[config.mk]
export PLATFORM = sky130hd
export DESIGN_NAME = rsa_stream_core
export DESIGN_NICKNAME = d
export VERILOG_FILES = /design/src/rtl/rsa_stream_core.sv
export SDC_FILE = /design/constraint.sdc
export NUM_CORES = 1
export LEC_CHECK = 0
export CAP_MARGIN = 20
export CORE_ASPECT_RATIO = 0.6
export CORE_MARGIN = 2
export CORE_UTILIZATION = 55
export DETAILED_ROUTE_END_ITERATION = 12
export GPL_ROUTABILITY_DRIVEN = 0
export PLACE_DENSITY = 0.79
export SYNTH_ARGS = -nofsm -noshare
export SYNTH_HDL_FRONTEND = slang
export SYNTH_SLANG_ARGS = --single-unit
[constraint.sdc]
create_clock -name clk -period 11.9 [get_ports clk]
set_input_delay 2.38 -clock clk [delete_from_list [all_inputs] [get_ports clk]]
set_output_delay 2.38 -clock clk [all_outputs]
set_load 0.05 [all_outputs]
[src/rtl/rsa_stream_core.sv]
// rsa_stream_core: byte-streamed modular exponentiation (msg^exp mod N).
// Operands arrive MSB-first over a show-ahead UART receive FIFO, and the
// result leaves MSB-first through the transmit FIFO. Exponentiation is a
// constant-time left-to-right square-and-multiply built on a Blakley
// interleaved shift-add modular multiplier.
// Optional build macro RSA_STREAM_TIMEOUT_EN adds an inter-byte receive
// timeout in the LD_* states.
//
// Handshake: rd_uart pops one byte and rx_data is captured on the same
// rising edge; it is raised only while rx_empty=0 and never in two
// consecutive cycles. wr_uart pushes tx_data on the same rising edge; it is
// raised only while tx_full=0 and never in two consecutive cycles.
module rsa_stream_core #(
  parameter int WordSize      = 32,
  parameter int TimeoutCycles = 1000000
) (
  input  logic                clk,
  input  logic                reset,
  input  logic                start,
  input  logic [7:0]          rx_data,
  input  logic                rx_empty,
  output logic                rd_uart,
  output logic [7:0]          tx_data,
  input  logic                tx_full,
  output logic                wr_uart,
  output logic [WordSize-1:0] result,
  output logic                busy,
  output logic                done,
  output logic                error,
  output logic [2:0]          o_dbg_state
);

  localparam int W  = WordSize;
  localparam int NB = W / 8;
  localparam int CW = $clog2(NB + 1);
  localparam int SW = $clog2(W + 1);
  localparam int BW = $clog2(W);

  typedef enum logic [2:0] {
    ST_IDLE, ST_LD_MSG, ST_LD_EXP, ST_LD_MOD, ST_CHECK, ST_EXP, ST_SEND, ST_FIN
  } state_t;

  state_t          r_state, w_next;
  logic [W-1:0]    r_msg, r_exp, r_mod, r_acc, r_mul_a, r_mul_b, r_r;
  logic [W-1:0]    r_result, r_tx_sh;
  logic [CW-1:0]   r_byte_cnt;
  logic [SW-1:0]   r_step;
  logic [BW-1:0]   r_bit_cnt;
  logic            r_phase, r_rd_prev, r_wr_prev, r_error;

  logic            w_ld, w_rd, w_wr, w_last_byte, w_bad, w_exp_last, w_timeout;
  logic [W+1:0]    w_r2, w_r3, w_mod_ext;
  logic [W-1:0]    w_r2m, w_r3m, w_r_next, w_acc_new;

  assign w_ld        = (r_state == ST_LD_MSG) || (r_state == ST_LD_EXP) ||
                       (r_state == ST_LD_MOD);
  assign w_rd        = reset && w_ld && !rx_empty && !r_rd_prev;
  assign w_wr        = reset && (r_state == ST_SEND) && !tx_full && !r_wr_prev;
  assign w_last_byte = (r_byte_cnt == CW'(NB - 1));
  assign w_bad       = (r_mod < W'(2)) || (r_msg >= r_mod);
  assign w_exp_last  = (r_state == ST_EXP) && (r_step == SW'(W)) && r_phase &&
                       (r_bit_cnt == BW'(W - 1));

  // One Blakley iteration: R = 2R mod N, then R = R + B mod N when the
  // multiplier bit is set. R and B are always below N, so one conditional
  // subtraction per step is enough.
  assign w_mod_ext = {2'b00, r_mod};
  assign w_r2      = {1'b0, r_r, 1'b0};
  assign w_r2m     = (w_r2 >= w_mod_ext) ? W'(w_r2 - w_mod_ext) : w_r2[W-1:0];
  assign w_r3      = {2'b00, w_r2m} + {2'b00, r_mul_b};
  assign w_r3m     = (w_r3 >= w_mod_ext) ? W'(w_r3 - w_mod_ext) : w_r3[W-1:0];
  assign w_r_next  = r_mul_a[W-1] ? w_r3m : w_r2m;
  // The product is always computed; only the exponent bit picks whether it is kept.
  assign w_acc_new = r_exp[W-1] ? w_r_next : r_acc;

`ifdef RSA_STREAM_TIMEOUT_EN
  logic [31:0] r_to_cnt;
  assign w_timeout = w_ld && !w_rd && (r_to_cnt >= 32'(TimeoutCycles - 1));

  // Inter-byte timeout: counts cycles since the last pop while loading.
  always_ff @(posedge clk) begin
    if (!reset || !w_ld) r_to_cnt <= '0;
    else if (w_rd)       r_to_cnt <= 32'd1;
    else                 r_to_cnt <= r_to_cnt + 32'd1;
  end
`else
  assign w_timeout = 1'b0;
`endif

  // State register.
  always_ff @(posedge clk) begin
    if (!reset) r_state <= ST_IDLE;
    else        r_state <= w_next;
  end

  // Next-state logic.
  always_comb begin
    w_next = r_state;
    case (r_state)
      ST_IDLE:   if (start) w_next = ST_LD_MSG;
      ST_LD_MSG: if (w_rd && w_last_byte) w_next = ST_LD_EXP;
      ST_LD_EXP: if (w_rd && w_last_byte) w_next = ST_LD_MOD;
      ST_LD_MOD: if (w_rd && w_last_byte) w_next = ST_CHECK;
      ST_CHECK:  w_next = w_bad ? ST_FIN : ST_EXP;
      ST_EXP:    if (w_exp_last) w_next = ST_SEND;
      ST_SEND:   if (w_wr && w_last_byte) w_next = ST_FIN;
      ST_FIN:    w_next = ST_IDLE;
      default:   w_next = ST_IDLE;
    endcase
    if (w_timeout) w_next = ST_FIN;
  end

  // Datapath: operand loading, exponentiation sequencing, transmit shifter.
  always_ff @(posedge clk) begin
    if (!reset) begin
      r_msg <= '0; r_exp <= '0; r_mod <= '0; r_acc <= '0;
      r_mul_a <= '0; r_mul_b <= '0; r_r <= '0;
      r_result <= '0; r_tx_sh <= '0; r_byte_cnt <= '0;
      r_step <= '0; r_bit_cnt <= '0; r_phase <= 1'b0;
      r_rd_prev <= 1'b0; r_wr_prev <= 1'b0; r_error <= 1'b0;
    end else begin
      r_rd_prev <= w_rd;
      r_wr_prev <= w_wr;
      case (r_state)
        ST_IDLE: if (start) begin
          r_error    <= 1'b0;
          r_byte_cnt <= '0;
        end
        ST_LD_MSG, ST_LD_EXP, ST_LD_MOD: if (w_rd) begin
          if (r_state == ST_LD_MSG) r_msg <= {r_msg[W-9:0], rx_data};
          if (r_state == ST_LD_EXP) r_exp <= {r_exp[W-9:0], rx_data};
          if (r_state == ST_LD_MOD) r_mod <= {r_mod[W-9:0], rx_data};
          r_byte_cnt <= w_last_byte ? '0 : r_byte_cnt + CW'(1);
        end
        ST_CHECK: begin
          if (w_bad) r_error <= 1'b1;
          else begin
            r_acc     <= W'(1);
            r_step    <= '0;
            r_phase   <= 1'b0;
            r_bit_cnt <= '0;
          end
        end
        ST_EXP: begin
          if (r_step == '0) begin
            // Setup: square uses acc*acc, multiply uses acc*msg.
            r_r     <= '0;
            r_mul_a <= r_acc;
            r_mul_b <= r_phase ? r_msg : r_acc;
            r_step  <= SW'(1);
          end else begin
            r_r     <= w_r_next;
            r_mul_a <= r_mul_a << 1;
            if (r_step == SW'(W)) begin
              r_step <= '0;
              if (!r_phase) begin
                r_acc   <= w_r_next;
                r_phase <= 1'b1;
              end else begin
                r_phase   <= 1'b0;
                r_acc     <= w_acc_new;
                r_exp     <= r_exp << 1;
                r_bit_cnt <= r_bit_cnt + BW'(1);
                if (r_bit_cnt == BW'(W - 1)) begin
                  r_result   <= w_acc_new;
                  r_tx_sh    <= w_acc_new;
                  r_byte_cnt <= '0;
                end
              end
            end else begin
              r_step <= r_step + SW'(1);
            end
          end
        end
        ST_SEND: if (w_wr) begin
          r_tx_sh    <= r_tx_sh << 8;
          r_byte_cnt <= w_last_byte ? '0 : r_byte_cnt + CW'(1);
        end
        default: ;
      endcase
      if (w_timeout) begin
        r_error    <= 1'b1;
        r_byte_cnt <= '0;
      end
    end
  end

  assign rd_uart     = w_rd;
  assign wr_uart     = w_wr;
  assign tx_data     = (r_state == ST_SEND) ? r_tx_sh[W-1 -: 8] : 8'h00;
  assign result      = r_result;
  assign busy        = (r_state != ST_IDLE);
  assign done        = (r_state == ST_FIN);
  assign error       = r_error;
  assign o_dbg_state = r_state;

endmodule

==> qor.yml, run 1 <==
synth:
  yosys_warnings: 0
  synth_top_family_by_area: "compound AO/OA/AOI/OAI gates"
  synth.area.mux_share: 0.0248
  mappedNetlistNets: 2765
  async_flop_share: 0
  synth_edf_count: 0
  yosysSeqAreaShare: 0.313
  synth-compound-area-share: 0.273
  synth_xor_area_frac: 0.0345
  ys.flop_type: "dfxtp_1"
  synthCells: 2616
  synthAdderAreaFrac: 0.0871
  ys_types: 93
  syn-mean-instance-area_um2: 7.57
  syn_area_um2: 19800
  yosys.area_share.simple: 0.220
  synth_seq_cells: 309
route:
  drt_first_pass_iters: 7
  antenna_left: 0
  initialDrtViolationCount: 3410
  drt_wl_total_um: 72900
  vias_per_cell: 6.95
  via_count: 21200
  post-route-drc-count: 0
  wl_per_cell_um: 23.9
global_route:
  grt_pass1_wl_um: 110000
  antenna_found_initial: 2
  track_usage: 0.373
  grt_max_degree: 96
  gr-total-overflow: 0
  grt_pass1_vias: 18900
floorplan:
  row_count: 53
  dieArea_um2: 37600
  core-area_um2: 35200
  die_w_um: 249
  io_pins: 61
  start_util: 0.562
  die_y_um: 151
setup_path:
  crit_type: "reg2reg"
  critPathMaxStageDelay_ns: 1.05
  regToRegSetupSlack_ns: 0.77
  critPathSlowestCell: "nor4_1"
  worst_setup_path_end_kind: "flop"
  crit_arrival_ns: 11.61
  cp_top_family: "compound AO/OA/AOI/OAI gates"
  critPathBufInv: 3
  r2r_cells: 29
  crit_path_start: "r_mod[24]"
  critPathRequiredTime_ns: 12.38
  reg2reg_from: "r_mod[24]"
  cp_max_fo: 30
  setup.worst_path.start_class: "flop"
  cp.depth: 29
cts:
  numCtsBuffers: 29
  cts.clk_slew.worst_paths_ns: 0.07
  cts_resized: 0
  clkLatencyLatePin_ns: 0.58
  cts_sinks: 309
  cts_tree: "done"
  hold_buffers: 0
  htreeDepth: 1
  clockBufferDepth: 3
  cts_setup_buffers: 0
  cts_root_buf: "clkbuf_16"
timing:
  min_period_ns: 11.13
  whs_ns: 0.463
  setup_viol: 0
  fin_ws_ns: 0.773
  slew_headroom: 0.185
  tightest_slew_ns: 1.21
  slew_violations: 0
  tns_ns: 0
  hold_viol: 0
  finClkSkew_ns: 0.0268
  grt_setup_unrepaired: "false"
  fmax_mhz: 89.9
  period_share: 0.935
cells_and_area:
  nFillCells: 3085
  utilization: 0.613
  drive_gt1_frac: 0.0502
  syn2layout_area_growth_pct: 9.05
  fin_nets: 2718
pwr:
  peakVddDrop_mv: 0.162
  power.static_leakage_nw: 8.36
  powerDensity_nw_per_um2: 159
placed_design:
  port_buffers: 60
  post-place-ws_ns: 1.81
  hpwl_um: 53900
hold_path:
  hold_depth: 2
  hp-start: "r_byte_cnt[1]"
  holdCritPathClass: "reg2reg"
run:
  drv_cap: 0
run_status:
  status: "complete, no violations"
cell usage after synthesis, drive strengths merged, types with 15 or more instances:
master    n  area [um2]
nand2   420        1580
dfxtp   309        6190
nor2    266        1000
a21oi   244        1220
clkbuf  157         589
o21ai   149         749
ha      133        1660
nand3    79         395
inv      71         267
a311oi   64         567
a21o     56         420
a211oi   48         360
xnor2    48         420
nor3     47         240
nand4    41         257
a31oi    40         256
mux2i    39         390
a22oi    30         225
and3     30         188
xor2     30         263
o211ai   23         178
nor4     22         138
o21a     20         150
nor2b    19         119
buf      15        96.3
o21bai   15         113
worst paths after layout:
kind | endpoint
max | r_tx_sh[19]
min | r_byte_cnt[1]
max reg2reg | r_tx_sh[19]
min reg2reg | r_byte_cnt[1]
layer usage:
| metal | share of wire | wire length, um | global-route usage |
|---|---|---|---|
| met5 | 0 | 0 | 0 |
| met4 | 0.049 | 3590 | 0.153 |
| met3 | 0.17 | 12300 | 0.139 |
| met2 | 0.38 | 27900 | 0.512 |
| met1 | 0.40 | 29200 | 0.521 |
sequential cells by signal, indices dropped and copies added (netlist names):
signal and count:
r_bit_cnt 5, r_msg 32, r_phase 1, r_step 6
r_mul_b 32, o_dbg_state 3, result 32, r_byte_cnt 3
r_tx_sh 32, r_wr_prev 1, r_rd_prev 1, r_exp 32
r_mul_a 32, error 1, r_mod 32, r_r 32
r_acc 32
kinds of logic (layout without fill, tap and decap cells):
kind of cell | Yosys count | in the layout
other | 0 | 1
AND/OR/NAND/NOR | 985 | 985
flip-flops | 309 | 309
XOR/XNOR | 78 | 78
AO/OA/AOI/OAI | 817 | 817
buffers and inverters | 243 | 215
adder cells (fa/ha/maj) | 136 | 136
multiplexers | 48 | 48
worst register-to-register path, delay by kind of cell (launching register included):
family | cells | cell delay (ns)
AOI/OAI and AO/OA | 12 | 4.31
xor gates and xnor gates | 1 | 0.15
adders and majority gates | 4 | 1.37
buffers and inverters | 3 | 0.60
DFF | 1 | 0.38
and+or+nand+nor | 9 | 4.21
cell usage in the layout, fill, tap and decap left out, types with 9 or more instances in the layout:
master           netlist  layout
nand2_1              419     418
dfxtp_1              309     307
nor2_1               265     261
a21oi_1              244     244
o21ai_0              141     141
ha_1                 133     133
nand3_1               79      79
inv_1                 70      70
a311oi_1              63      63
clkdlybuf4s50_1        0      59
a21o_1                56      56
xnor2_1               48      48
a211oi_1              48      48
nor3_1                46      45
nand4_1               41      41
a31oi_1               39      39
mux2i_1               39      39
buf_4                  5      33
xor2_1                30      30
a22oi_1               30      30
and3_1                30      29
clkbuf_16              0      29
o211ai_1              22      22
nor4_1                22      22
o21a_1                20      20
nor2b_1               19      18
o21bai_1              15      15
a22o_1                13      13
nand2b_1              12      12
or3_1                 12      12
and2_1                11      10
o31ai_1                9       9
where the power goes:
group          switching [W]  total, W  internal [W]  leakage (nW)
clock               0.000434  0.000993      0.000558         0.484
sequential         0.0000236   0.00108       0.00105          2.49
combinational       0.000977   0.00137      0.000398          5.39
total                0.00143   0.00344       0.00201          8.36
cell type report:
class | instances | area [um2] | area share
diodes | 1 | 2.50 | 0.000116
repair buffers | 94 | 855 | 0.0396
inverters | 71 | 272 | 0.0126
well taps | 467 | 584 | 0.0271
multi-input cells | 2064 | 12700 | 0.588
clock inverters | 11 | 155 | 0.00719
clock buffers | 39 | 833 | 0.0386
flip-flops and latches | 309 | 6190 | 0.287
stage by stage:
stage                     instance area (um2)  cells  power, W
after detailed placement                20600   3003   0.00235
after floorplan                         19800   2616   0.00195
final                                   21600   3056   0.00344
after CTS                               21600   3053   0.00333
after global placement                  20600   3003   0.00234
after global routing                    21600   3055   0.00350
No activity file was read; power rests on OpenSTA's default activity.
==> inputs of run 2 (changes only) <==
Settings changed: CTS_CLUSTER_DIAMETER set to 100.
==> results of run 2 <==
Same layout as run 1: the final DEF is identical, and so are final timing and power.
